==> src/rtl/mem_line_arbiter_if.sv <==
// Line-memory port bundle: read/write request, line address, write line,
// read line and a one-cycle completion pulse. The master issues requests,
// the slave answers with rdata/ready.
interface mem_line_arbiter_if #(
  parameter int ADDR_W = 28,
  parameter int LINE_W = 128
);
  logic              read;
  logic              write;
  logic [ADDR_W-1:0] addr;
  logic [LINE_W-1:0] wdata;
  logic [LINE_W-1:0] rdata;
  logic              ready;

  modport master (output read, write, addr, wdata, input  rdata, ready);
  modport slave  (input  read, write, addr, wdata, output rdata, ready);
endinterface

==> src/rtl/mem_line_arbiter.sv <==
// mem_line_arbiter: shares one line-memory port between I-cache and D-cache.
// The winner's request is registered onto the shared port and held until the
// memory's ready pulse, which is steered back to the winner combinationally.
// Optional feature macro ARB_RR_EN: round-robin tie-break (default build uses
// fixed priority with D winning ties).
module mem_line_arbiter #(
  parameter int ADDR_W = 28,
  parameter int LINE_W = 128
) (
  input  logic               clk,
  input  logic               rst_n,
  mem_line_arbiter_if.slave  i_port,
  mem_line_arbiter_if.slave  d_port,
  mem_line_arbiter_if.master mem_port,
  output logic               grant_i,
  output logic               grant_d
);

  localparam logic [0:0] ST_IDLE = 1'b0;
  localparam logic [0:0] ST_BUSY = 1'b1;

  typedef struct packed {
    logic              rd;
    logic              wr;
    logic [ADDR_W-1:0] addr;
    logic [LINE_W-1:0] wdata;
  } req_t;

  logic [0:0] state_q, state_d;
  req_t       cur_q, cur_d;
  logic       gnt_i_q, gnt_i_d;
  logic       gnt_d_q, gnt_d_d;
  logic       last_d_q, last_d_d;   // last grant: 0 = I, 1 = D

  req_t req_i, req_d, req_sel;
  logic i_req, d_req, tie_d, pick_d;

  assign req_i = '{rd: i_port.read, wr: i_port.write, addr: i_port.addr, wdata: i_port.wdata};
  assign req_d = '{rd: d_port.read, wr: d_port.write, addr: d_port.addr, wdata: d_port.wdata};
  assign i_req = i_port.read | i_port.write;
  assign d_req = d_port.read | d_port.write;

`ifdef ARB_RR_EN
  // On a tie the side that did not win last time goes next.
  assign tie_d = ~last_d_q;
`else
  // Fixed priority: D always wins ties.
  assign tie_d = 1'b1;
`endif

  assign pick_d  = d_req & (~i_req | tie_d);
  assign req_sel = pick_d ? req_d : req_i;

  // Next-state: grant and latch in IDLE, hold until mem ready in BUSY.
  always_comb begin
    state_d  = state_q;
    cur_d    = cur_q;
    gnt_i_d  = gnt_i_q;
    gnt_d_d  = gnt_d_q;
    last_d_d = last_d_q;
    case (state_q)
      ST_IDLE: begin
        if (i_req | d_req) begin
          state_d  = ST_BUSY;
          cur_d    = req_sel;
          // read+write together is a protocol error: forward the write only
          cur_d.rd = req_sel.rd & ~req_sel.wr;
          gnt_i_d  = ~pick_d;
          gnt_d_d  = pick_d;
          last_d_d = pick_d;
        end
      end
      ST_BUSY: begin
        if (mem_port.ready) begin
          state_d  = ST_IDLE;
          cur_d.rd = 1'b0;
          cur_d.wr = 1'b0;
          gnt_i_d  = 1'b0;
          gnt_d_d  = 1'b0;
        end
      end
      default: begin
        state_d  = ST_IDLE;
        cur_d.rd = 1'b0;
        cur_d.wr = 1'b0;
        gnt_i_d  = 1'b0;
        gnt_d_d  = 1'b0;
      end
    endcase
  end

  // State registers; reset abandons any transaction in flight.
  always_ff @(posedge clk or negedge rst_n) begin
    if (!rst_n) begin
      state_q  <= ST_IDLE;
      cur_q    <= '0;
      gnt_i_q  <= 1'b0;
      gnt_d_q  <= 1'b0;
      last_d_q <= 1'b0;
    end else begin
      state_q  <= state_d;
      cur_q    <= cur_d;
      gnt_i_q  <= gnt_i_d;
      gnt_d_q  <= gnt_d_d;
      last_d_q <= last_d_d;
    end
  end

  assign mem_port.read  = cur_q.rd;
  assign mem_port.write = cur_q.wr;
  assign mem_port.addr  = cur_q.addr;
  assign mem_port.wdata = cur_q.wdata;
  assign grant_i        = gnt_i_q;
  assign grant_d        = gnt_d_q;

  // Grants are only set while BUSY, so a ready seen in IDLE goes nowhere.
  assign i_port.ready = (state_q == ST_BUSY) & gnt_i_q & mem_port.ready;
  assign d_port.ready = (state_q == ST_BUSY) & gnt_d_q & mem_port.ready;
  assign i_port.rdata = mem_port.rdata;
  assign d_port.rdata = mem_port.rdata;

endmodule
==> src/flat_wrapper.sv <==
// flat-port wrapper written by rule: the top's interface ports become plain ports
module mem_line_arbiter_flat 
#(
  parameter int ADDR_W = 28,
  parameter int LINE_W = 128
)
  (clk, rst_n, grant_i, grant_d, i_port_read, i_port_write, i_port_addr, i_port_wdata, i_port_rdata, i_port_ready, d_port_read, d_port_write, d_port_addr, d_port_wdata, d_port_rdata, d_port_ready, mem_port_read, mem_port_write, mem_port_addr, mem_port_wdata, mem_port_rdata, mem_port_ready);
  mem_line_arbiter_if #(.ADDR_W(ADDR_W), .LINE_W(LINE_W)) i_port_i ();
  mem_line_arbiter_if #(.ADDR_W(ADDR_W), .LINE_W(LINE_W)) d_port_i ();
  mem_line_arbiter_if #(.ADDR_W(ADDR_W), .LINE_W(LINE_W)) mem_port_i ();
  input  logic clk;
  input  logic rst_n;
  output logic grant_i;
  output logic grant_d;
  input wire logic [$bits(i_port_i.read)-1:0] i_port_read;
  input wire logic [$bits(i_port_i.write)-1:0] i_port_write;
  input wire logic [$bits(i_port_i.addr)-1:0] i_port_addr;
  input wire logic [$bits(i_port_i.wdata)-1:0] i_port_wdata;
  output wire logic [$bits(i_port_i.rdata)-1:0] i_port_rdata;
  output wire logic [$bits(i_port_i.ready)-1:0] i_port_ready;
  input wire logic [$bits(d_port_i.read)-1:0] d_port_read;
  input wire logic [$bits(d_port_i.write)-1:0] d_port_write;
  input wire logic [$bits(d_port_i.addr)-1:0] d_port_addr;
  input wire logic [$bits(d_port_i.wdata)-1:0] d_port_wdata;
  output wire logic [$bits(d_port_i.rdata)-1:0] d_port_rdata;
  output wire logic [$bits(d_port_i.ready)-1:0] d_port_ready;
  output wire logic [$bits(mem_port_i.read)-1:0] mem_port_read;
  output wire logic [$bits(mem_port_i.write)-1:0] mem_port_write;
  output wire logic [$bits(mem_port_i.addr)-1:0] mem_port_addr;
  output wire logic [$bits(mem_port_i.wdata)-1:0] mem_port_wdata;
  input wire logic [$bits(mem_port_i.rdata)-1:0] mem_port_rdata;
  input wire logic [$bits(mem_port_i.ready)-1:0] mem_port_ready;
  assign i_port_i.read = i_port_read;
  assign i_port_i.write = i_port_write;
  assign i_port_i.addr = i_port_addr;
  assign i_port_i.wdata = i_port_wdata;
  assign i_port_rdata = i_port_i.rdata;
  assign i_port_ready = i_port_i.ready;
  assign d_port_i.read = d_port_read;
  assign d_port_i.write = d_port_write;
  assign d_port_i.addr = d_port_addr;
  assign d_port_i.wdata = d_port_wdata;
  assign d_port_rdata = d_port_i.rdata;
  assign d_port_ready = d_port_i.ready;
  assign mem_port_read = mem_port_i.read;
  assign mem_port_write = mem_port_i.write;
  assign mem_port_addr = mem_port_i.addr;
  assign mem_port_wdata = mem_port_i.wdata;
  assign mem_port_i.rdata = mem_port_rdata;
  assign mem_port_i.ready = mem_port_ready;
  mem_line_arbiter #(.ADDR_W(ADDR_W), .LINE_W(LINE_W)) u_core (.clk(clk), .rst_n(rst_n), .i_port(i_port_i), .d_port(d_port_i), .mem_port(mem_port_i), .grant_i(grant_i), .grant_d(grant_d));
endmodule
==> config.mk <==
export PLATFORM = sky130hd
export DESIGN_NAME = mem_line_arbiter_flat
export DESIGN_NICKNAME = d
export VERILOG_FILES = /design/src/rtl/mem_line_arbiter_if.sv /design/src/rtl/mem_line_arbiter.sv /design/src/flat_wrapper.sv
export SDC_FILE = /design/constraint.sdc
export NUM_CORES = 1
export LEC_CHECK = 0
export BUFFER_PORTS_ARGS = -buffer_cell sky130_fd_sc_hd__buf_4
export CORE_AREA = 10 10 329 331
export CTS_BUF_LIST = sky130_fd_sc_hd__clkbuf_2 sky130_fd_sc_hd__clkbuf_4 sky130_fd_sc_hd__clkbuf_8
export CTS_CLUSTER_DIAMETER = 40
export DETAILED_ROUTE_END_ITERATION = 16
export DIE_AREA = 0 0 339 341
export PLACE_DENSITY_LB_ADDON = 0.12
export SYNTH_ARGS = -nofsm -noshare
export SYNTH_HDL_FRONTEND = slang
export SYNTH_SLANG_ARGS = --single-unit
==> constraint.sdc <==
create_clock -name clk -period 2.06 [get_ports clk]
set_input_delay 0.309 -clock clk [delete_from_list [all_inputs] [get_ports clk]]
set_output_delay 0.309 -clock clk [all_outputs]
set_load 0.01 [all_outputs]
== Word-level counts from Yosys, hierarchy flattened ==
Cells that the tools add are included.

* Register bits after elaboration: 161
* Latch bits: 0
* Memory bits (writable): 0
* Memory bits (read-only): 0
* Input port bits: 447
* Output and inout port bits: 418
* Word-level logic and storage cells: 34
* Memories: 0

* $add $sub $neg: 0
* Multiply operators: 0
* Div/mod/pow operators: 0
* Order comparisons: 0
* Equality and inequality tests: 2
* Shift-type cells: 0
* Mux-type cells: 12
* Bitwise gates (word level): 11
* Reductions and logical operators: 2

{| class="wikitable"
|+ Operators by type and width
! kind !! number
|-
| $mux 158 || 2
|-
| $pmux 1 s2 || 3
|-
| $and 1x1->1 || 5
|-
| $mux 1 || 5
|-
| $pmux 2 s2 || 1
|-
| $reduce_and 2->1 || 2
|-
| $not 1->1 || 3
|-
| $or 1x1->1 || 3
|-
| $mux 2 || 1
|-
| $ne 2x1->1 const B || 1
|-
| $ne 2x2->1 const B || 1
|}

== Logic depth before layout (Yosys ltp) ==
* Word-level depth: 6
* Mapped depth: 5
* Gate-level depth less buffers: 3

== Least setup slack after synthesis ==
No wires, ideal clock.

* Kind: input-to-reg
* From: input port d_port_write
* To: register u_core.cur_q, in the netlist u_core.mem_port.addr[10]
* Setup time: 0.125 ns
* Data arrival time: 1.346 ns
* Data required time: 1.935 ns
* Slack: 0.589 ns
* Cell stages on the path: 5
* Buffers on the path: 2
* Cells stage by stage: nor2_4 buf_6 buf_6 mux2_2 mux2_2

* Word-level cells in the longest chain between the ends: 3
* Elaborated cells between the ends (all ways): 4
* Classes of those cells: mux: 1; bitwise: 2; reduce/logical: 1

{| class="wikitable"
|+ RTL lines
! item !! line !! text
|-
| from (decl) || flat_wrapper.sv:22 || <nowiki>input wire logic [$bits(d_port_i.write)-1:0] d_port_write;</nowiki>
|-
| $or 1x1->1 (*) || mem_line_arbiter.sv:41 || <nowiki>assign d_req = d_port.read | d_port.write;</nowiki>
|-
| $or 1x1->1 || mem_line_arbiter.sv:63 || <nowiki>if (i_req | d_req) begin</nowiki>
|-
| $reduce_and 2->1 (no line) || -- ||
|-
| to (signal assigned) || mem_line_arbiter.sv:102 || <nowiki>cur_q <= cur_d;</nowiki>
|-
| to (decl) || mem_line_arbiter.sv:30 || <nowiki>req_t cur_q, cur_d;</nowiki>
|}

Mark *: on every way between the ends. The rest lies on a longest branch, timed or not.
A chain may end at the register's enable or synchronous reset.

== Final worst setup path ==
* From: input port d_port_write
* To: register u_core.cur_q, in the netlist u_core.mem_port.wdata[76]

Same word-level chain as after synthesis.

==> results.yml <==
setup_path:
  r2r_end: "u_core.mem_port.wdata[82]$_DFFE_PN0P_"
  reg2reg_depth: 4
  crit_start: "d_port_write"
  reg2reg_slack_ns: 0.39
  crit_required_ns: 2.52
  crit_arrival_ns: 2.26
  start_kind: "input pin"
  rr_startpoint: "u_core.state_q$_DFF_PN0_"
  crit_type: "in -> reg"
  end_kind: "flip-flop"
  critPathMaxFanout: 27
sta:
  max_slew_margin_pct: 69.74
  min_period_ns: 1.801
  fmaxAchievable_ghz: 0.5552
  slew_viol_final: 0
  rsz0062_at_grt: "false"
  period_share_pct: 87.43
  setup_tns_ns: 0
  tightest_slew_ns: 0.4539
  fin_ws_ns: 0.2589
  finalClockSkew_ns: 0.01712
  finalHoldViolations: 0
  setup_viol: 0
route:
  wl_per_cell_um: 19.81
  wl_met2_um: 24540
  dr.pass1.iters: 4
  via_per_inst: 2.746
  wl_met3_um: 6893
  dr_total_vias: 6918
  first_iter_violations: 130
  ant_nets: 0
  highest_layer: "met5"
  routed_wl_um: 49900
  wirelength_met1_um: 16880
  drcViolationCount: 0
clocking:
  ctsResizeCount: 0
  clock_sinks: 161
  cts_setup_buffers: 0
  root_buffer: "clkbuf_8"
  cts_inserted_buffers: 17
  h-tree-depth: 4
  hold_buffers: 104
  cts_tree: "built"
  clk_pin_slew_ns: 0.11
  clock_path_buffers: 2
  insertion_delay_ns: 0.57
logic_synthesis:
  synthArstFlopShare_pct: 100.0
  synth_edf_count: 0
  ys_warn_count: 0
  synth_top_cell_by_area: "dfrtp_1"
  syn-num-nets: 1231
  synth-main-ff-cell: "dfrtp_1"
  synthTopCellsByArea: "dfrtp_1 (41%), mux2_2 (36%), buf_4 (20%), buf_6 (1.6%), buf_2 (0.35%)"
  synth_cell_types: 20
  syn-cell-area_sq_um: 9882
  syn_inst: 784
  synthTopCellsByCount: "mux2_2 (312), buf_4 (269), dfrtp_1 (161)"
  synth_top_area_share_pct: 40.77
  seq_area_frac_synth_pct: 40.77
  synth_most_common_cell: "mux2_2"
  syn_area_per_cell_sq_um: 12.60
  ys_seq_elements: 161
die:
  core_region_area_sq_um: 101400
  dieHeight_um: 341
  die-area_sq_um: 115600
  die_x_um: 339
  rows: 117
  initial_utilization_pct: 9.741
  io_pins: 865
finish:
  fillers: 11460
  drive_gt1_share_pct: 75.24
  stdcell_area_sq_um: 14900
  nets: 1581
  area_growth_pct: 50.77
power:
  powerDensity_nw_per_um2: 1153
  vdd_drop_max_uv: 292.8
  p_leak_nw: 6.308
hold_path:
  worstHoldPathCells: 3
  worstHoldStart: "d_port_wdata[53]"
  hold_end: "u_core.mem_port.wdata[53]$_DFFE_PN0P_"
  min_path_type: "in -> reg"
run:
  cap_violations: 0
global_routing:
  grt_pass1_vias: 8387
  grt_use_total_pct: 8.452
  grt.overflow.total: 0
  grt_pass1_wl_um: 68280
  antenna_found_initial: 3
  grt_max_degree: 41
place:
  hpwlAfterDp_um: 41570
  pre_cts_ws_ns: 0.1833
  finalWeightedCongestion: 0.7020
  placed_area_sq_um: 13410
  io_buffers: 480
outcome:
  outcome: "finished, final reports clean"
==> flip-flops by register name, indices dropped and copies added (netlist names) <==
name	count
u_core.mem_port.wdata	128
u_core.mem_port.addr	28
u_core.grant_d	1
u_core.grant_i	1
u_core.mem_port.read	1
u_core.mem_port.write	1
u_core.state_q	1
==> per-stage QoR <==
| stage | hold slack [ns] | util, % | power, mW | std cells |
|---|---|---|---|---|
| after floorplan | 0.01341 | - | 9.823 | 784 |
| after global placement | 0.3139 | 13.22 | 14.69 | 2379 |
| after detailed placement | 0.3146 | 13.22 | 14.64 | 2379 |
| after CTS | 0.0001327 | 14.68 | 17.93 | 2515 |
| after global routing | 0.03228 | 14.68 | 18.57 | 2517 |
| final | 0.1022 | 14.69 | 17.17 | 2519 |
==> worst max-delay path: stages <==
cell           delay [ns]
buf_4                0.13
nor2_4               0.16
buf_12               0.21
buf_12               0.24
mux2_2               0.35
dlygate4sd3_1        0.56
mux2_2               0.27
==> cell type report <==
cell class	count	area [sq um]	area share [%]
Inverter	2	7.507	0.05039
Sequential cell	161	4029	27.04
Clock buffer	18	241.5	1.621
Antenna cell	4	10.01	0.06718
Multi-Input combinational cell	331	3641	24.44
Tap cell	1368	1712	11.49
Clock inverter	14	192.7	1.293
Timing Repair Buffer	621	5066	34.00
==> kinds of logic after synthesis <==
group | count (synthesis) | synth area share [%]
buffers and inverters | 292 | 22.46
AO/OA/AOI/OAI | 7 | 0.4938
AND/OR/NAND/NOR | 11 | 0.6204
flip-flops | 161 | 40.77
multiplexers | 313 | 35.65
==> worst max path at each step <==
stage,to
final,u_core.mem_port.wdata[76]$_DFFE_PN0P_
after global routing,i_port_ready
after CTS,i_port_ready
after detailed placement,u_core.mem_port.wdata[78]$_DFFE_PN0P_
after global placement,u_core.mem_port.wdata[75]$_DFFE_PN0P_
after floorplan,u_core.mem_port.addr[10]$_DFFE_PN0P_
==> routing by layer <==
metal	vias up	track usage (%)
met5	-	0.2498
met3	95	5.571
li1	3125	-
met1	3219	7.975
met4	2	3.675
met2	477	14.27
==> power by group <==
part | total [mW] | internal, mW | switching [mW]
clock network | 2.83 | 1.25 | 1.58
logic | 8.59 | 4.77 | 3.82
registers | 5.75 | 4.77 | 0.983
total | 17.2 | 10.8 | 6.39
==> cells in the final DEF (no fill, tap or decap), types with 2 or more instances in the layout <==
master           n
bufinv_16        3
diode_2          4
mux2_2         312
o21ai_0          2
nand2_1          4
inv_6            3
inv_1            2
dlygate4sd3_1  104
clkinvlp_4       3
buf_4          505
inv_8            4
and3_1           2
clkbuf_8        18
dfrtp_1        161
buf_12          11
Note: power is estimated with default switching activity, not from simulation.
